<file path="src/rtl/direct_line_seq.sv">
// Drives one line-state write onto the host Tx port, holds it for a programmed
// number of cycles, then hands the line back with a release write.
module direct_line_seq #(
  parameter int                DATA_W       = 8,
  parameter int                CNT_W        = 16,
  parameter logic [DATA_W-1:0] CNTL_DIRECT  = 8'h00,
  parameter logic [DATA_W-1:0] CNTL_RELEASE = 8'h05
) (
  input  logic              clk,
  input  logic              rst,
  input  logic              seqStart,
  input  logic [1:0]        seqLineState,
  input  logic [CNT_W-1:0]  seqDuration,
  input  logic              seqAbort,
  input  logic              HCTxPortGnt,
  input  logic              HCTxPortRdy,
  output logic              HCTxPortReq,
  output logic              HCTxPortWEn,
  output logic [DATA_W-1:0] HCTxPortData,
  output logic [DATA_W-1:0] HCTxPortCntl,
  output logic              seqBusy,
  output logic              seqDone,
  output logic              seqAborted
);

  typedef enum logic [2:0] {
    IDLE,
    WAIT_GNT,
    WAIT_RDY_ON,
    HOLD,
    WAIT_RDY_OFF,
    RELEASE
  } state_t;

  state_t              state_reg, state_next;
  logic [1:0]          line_reg, line_next;
  logic [CNT_W-1:0]    dur_reg, dur_next;
  logic [CNT_W-1:0]    cnt_reg, cnt_next;
  logic                abort_mark_reg, abort_mark_next;
  logic                req_reg, req_next;
  logic                wen_reg, wen_next;
  logic [DATA_W-1:0]   data_reg, data_next;
  logic [DATA_W-1:0]   cntl_reg, cntl_next;
  logic                done_reg, done_next;
  logic                aborted_reg, aborted_next;

  // An all-ones duration parks the sequence in HOLD until an abort arrives.
  logic hold_forever;
  assign hold_forever = &dur_reg;

  always_ff @(posedge clk) begin
    if (rst) begin
      state_reg      <= IDLE;
      line_reg       <= '0;
      dur_reg        <= '0;
      cnt_reg        <= '0;
      abort_mark_reg <= 1'b0;
      req_reg        <= 1'b0;
      wen_reg        <= 1'b0;
      data_reg       <= '0;
      cntl_reg       <= '0;
      done_reg       <= 1'b0;
      aborted_reg    <= 1'b0;
    end else begin
      state_reg      <= state_next;
      line_reg       <= line_next;
      dur_reg        <= dur_next;
      cnt_reg        <= cnt_next;
      abort_mark_reg <= abort_mark_next;
      req_reg        <= req_next;
      wen_reg        <= wen_next;
      data_reg       <= data_next;
      cntl_reg       <= cntl_next;
      done_reg       <= done_next;
      aborted_reg    <= aborted_next;
    end
  end

  always_comb begin
    state_next      = state_reg;
    line_next       = line_reg;
    dur_next        = dur_reg;
    cnt_next        = cnt_reg;
    abort_mark_next = abort_mark_reg;
    req_next        = req_reg;
    wen_next        = 1'b0;
    data_next       = data_reg;
    cntl_next       = cntl_reg;
    done_next       = 1'b0;
    aborted_next    = 1'b0;

    case (state_reg)
      IDLE: begin
        if (seqStart && !seqAbort) begin
          line_next       = seqLineState;
          dur_next        = seqDuration;
          abort_mark_next = 1'b0;
          req_next        = 1'b1;
          state_next      = WAIT_GNT;
        end
      end

      WAIT_GNT: begin
        if (seqAbort) begin
          req_next     = 1'b0;
          done_next    = 1'b1;
          aborted_next = 1'b1;
          state_next   = IDLE;
        end else if (HCTxPortGnt) begin
          state_next = WAIT_RDY_ON;
        end
      end

      WAIT_RDY_ON: begin
        if (seqAbort) begin
          req_next     = 1'b0;
          done_next    = 1'b1;
          aborted_next = 1'b1;
          state_next   = IDLE;
        end else if (HCTxPortRdy) begin
          wen_next   = 1'b1;
          data_next  = {{(DATA_W-2){1'b0}}, line_reg};
          cntl_next  = CNTL_DIRECT;
          // Zero and one both give a single hold cycle.
          cnt_next   = (dur_reg == '0) ? '0 : dur_reg - CNT_W'(1);
          state_next = HOLD;
        end
      end

      HOLD: begin
        if (seqAbort) begin
          abort_mark_next = 1'b1;
          state_next      = WAIT_RDY_OFF;
        end else if (cnt_reg == '0) begin
          state_next = WAIT_RDY_OFF;
        end else if (!hold_forever) begin
          cnt_next = cnt_reg - CNT_W'(1);
        end
      end

      // From here on the release write is mandatory; abort is not looked at.
      WAIT_RDY_OFF: begin
        if (HCTxPortRdy) begin
          wen_next   = 1'b1;
          data_next  = '0;
          cntl_next  = CNTL_RELEASE;
          state_next = RELEASE;
        end
      end

      RELEASE: begin
        req_next     = 1'b0;
        done_next    = 1'b1;
        aborted_next = abort_mark_reg;
        state_next   = IDLE;
      end

      default: begin
        req_next   = 1'b0;
        state_next = IDLE;
      end
    endcase
  end

  assign HCTxPortReq  = req_reg;
  assign HCTxPortWEn  = wen_reg;
  assign HCTxPortData = data_reg;
  assign HCTxPortCntl = cntl_reg;
  assign seqBusy      = (state_reg != IDLE);
  assign seqDone      = done_reg;
  assign seqAborted   = aborted_reg;

endmodule

</file>
<file path="config.mk">
export PLATFORM = sky130hd
export DESIGN_NAME = direct_line_seq
export DESIGN_NICKNAME = d
export VERILOG_FILES = /design/src/rtl/direct_line_seq.sv
export SDC_FILE = /design/constraint.sdc
export NUM_CORES = 1
export LEC_CHECK = 0
export BUFFER_PORTS_ARGS = -buffer_cell sky130_fd_sc_hd__buf_2
export CORE_MARGIN = 2
export CORE_UTILIZATION = 58
export CTS_BUF_LIST = sky130_fd_sc_hd__clkbuf_4
export DETAILED_ROUTE_END_ITERATION = 10
export PLACE_DENSITY = 0.88
export SKIP_LAST_GASP = 1
export SYNTH_ARGS = -nofsm -noshare
export SYNTH_HDL_FRONTEND = slang
export SYNTH_SLANG_ARGS = --single-unit
</file>
<file path="constraint.sdc">
create_clock -name clk -period 1.85 [get_ports clk]
set_input_delay 0.0925 -clock clk [delete_from_list [all_inputs] [get_ports clk]]
set_output_delay 0.0925 -clock clk [all_outputs]
set_load 0.01 [all_outputs]
</file>
==> metrics.yaml <==
floorplan:
  die_w_um: 72.2
  core_area_mm2: 0.00441
  chipHeight_um: 72.2
  row_count: 24
  die-area_mm2: 0.00521
  start_util_pct: 61.1
  pin_count: 45
clock_tree:
  numCtsBuffers: 5
  clockBufferDepth: 2
  htree_num_levels: 2
  clk-insertion-delay-late_ns: 0.39
  clkTransAtPathRegs_ns: 0.14
  cts_tree: "built"
  numClockSinks: 45
  cts-root-buf: "clkbuf_4"
yosys:
  yosysSeqAreaShare_pct: 33.4
  ys_top_cells_by_area: "dfxtp_1 (33%), a21oi_1 (7.8%), nand2_1 (7.5%)"
  ys_async_sr_fraction_pct: 0
  ys.flop_type: "dfxtp_1"
  synthCells: 350
  yosys.area.top_type_share_pct: 33.4
  yosys_warnings: 0
  synth-edff-count: 0
  ys_types: 60
  syn_avg_cell_area_um2: 7.70
  synth_area_leader_cell: "dfxtp_1"
  syn_area_mm2: 0.00270
  ys_seq_elements: 45
drt:
  ant_nets: 0
  drc: 0
  drtIter0Drc: 357
  num_vias: 2856
  wl_mm: 7.78
  dr.pass1.iters: 5
  avgViaCountPerCell: 6.05
  wl_per_cell_um: 16.5
global_route:
  antenna_found_initial: 0
  grt_pass1_wl_mm: 11.6
  grt_pass1_vias: 2517
  track_usage_pct: 28.8
  grt.overflow.total: 0
  grt_max_degree: 29
timing:
  hold_viol: 0
  fmax_mhz: 543
  slew_viol_final: 0
  finalCriticalPeriod_ns: 1.84
  whs_ns: 0.0361
  fin_crit_sh_pct: 99.6
  finalWorstSetupSlack_ns: 0.00689
  setup_viol: 0
  finalSetupTns_ns: 0
  clock_skew_ns: 0.0212
worst_setup_path:
  cp_max_fo: 9
  start_kind: "flip-flop"
  crit_arrival_ns: 2.12
  path_class: "flip-flop to flip-flop"
  endpoint_kind: "flip-flop"
  cp.required_ns: 2.13
  rrSetupSlack_ns: 0.007
place:
  portBuffers: 32
  hpwl_mm: 5.11
  preCtsSetupSlack_ns: 0.0119
  gp_congestion: 0.899
  dpl_cell_area_mm2: 0.00299
worst_hold_path:
  hp-class: "input port to flip-flop"
cells_and_area:
  syn_to_final_growth_pct: 21.9
  final_common_cell: "nand2_1"
  final_cell_mix: "nand2_1 (53), a21oi_1 (42), dfxtp_1 (41)"
  nets: 448
  diodes: 0
  fin_area_mm2: 0.00329
  drive_gt1_share_pct: 25.7
pwr:
  peakVddDrop_uv: 724
  power_density_mw_per_mm2: 1120
  p_leak_nw: 1.39
  power_mw: 3.69
outcome:
  status: "complete, no violations"
job:
  drv_cap: 0
[timing repair]
action	in CTS	in global routing
pin swaps	0	2
setup buffers	0	1
endpoints found under the setup margin	5	18
hold endpoints to repair	17	1
hold buffers	17	1
resized for setup	0	18
[critical path: stages, from the launching register on]
cell and delay, ns:
dfxtp_1 0.34, buf_4 0.16, nor3_1 0.33, nand3_1 0.21, o21ai_2 0.21, inv_2 0.13
a211oi_2 0.29, nor3_1 0.09
[where the power goes]
| part | internal (mW) | switching [mW] | total, mW |
|---|---|---|---|
| combinational | 0.842 | 1.12 | 1.96 |
| clock | 0.151 | 0.363 | 0.514 |
| sequential | 1.09 | 0.121 | 1.21 |
| total | 2.08 | 1.61 | 3.69 |
[cell usage after synthesis, types with 3 or more instances]
library cell / count
buf_2: 5
inv_1: 9
dfxtp_1: 45
nor3_1: 15
a211oi_1: 3
xnor2_1: 5
o32ai_1: 4
or3_1: 5
a21oi_1: 42
nand3_1: 5
ha_1: 5
o22ai_1: 7
nor4_1: 7
clkbuf_1: 6
nor2_1: 37
buf_4: 14
xor2_1: 8
nand2_1: 54
mux2i_1: 3
nand4_1: 6
buf_6: 4
o21ai_0: 16
[final cells by class]
type	instances	area, um^2
well taps	52	65.1
clock inverters	3	22.5
repair buffers	83	601
clock buffers	5	37.5
inverters	10	37.5
multi-input cells	274	1620
flip-flops and latches	45	906
fillers	289	1130
[kinds of logic after synthesis]
logic type                 after synthesis  share of synthesized area (%)
adders and majority gates                5                           2.32
xor gates and xnor gates                13                           4.22
DFF                                     45                           33.4
other                                    1                          0.139
and+or+nand+nor                        153                           28.8
buffers and inverters                   42                           9.88
AOI/OAI and AO/OA                       87                           19.7
muxes                                    4                           1.53
[metal layers]
layer  track usage (%)  share of wire, %  vias to the layer above  wire [um]
li1                  -                 -                     1351          -
met1              34.8                38                     1308       2960
met2              50.1                50                      169       3880
met3              4.72               8.8                       28        682
met4              13.0               3.3                        0        257
met5                 0                 0                        -          0
[final timing paths]
check | startpoint | to | cells after the start
worst max register to register | dur_reg[9] | cnt_reg[6] | 7
worst min-delay path | seqStart | HCTxPortReq | 3
worst min register to register | line_reg[0] | line_reg[0] | 2
worst max-delay path | dur_reg[9] | cnt_reg[6] | 7
[stage by stage]
stage	std cells	util, %
after floorplan	361	-
after global placement	445	67.7
after detailed placement	445	67.7
after CTS	470	72.9
after global routing	472	74.5
final	472	74.5
Note: power is estimated with default switching activity, not from simulation.
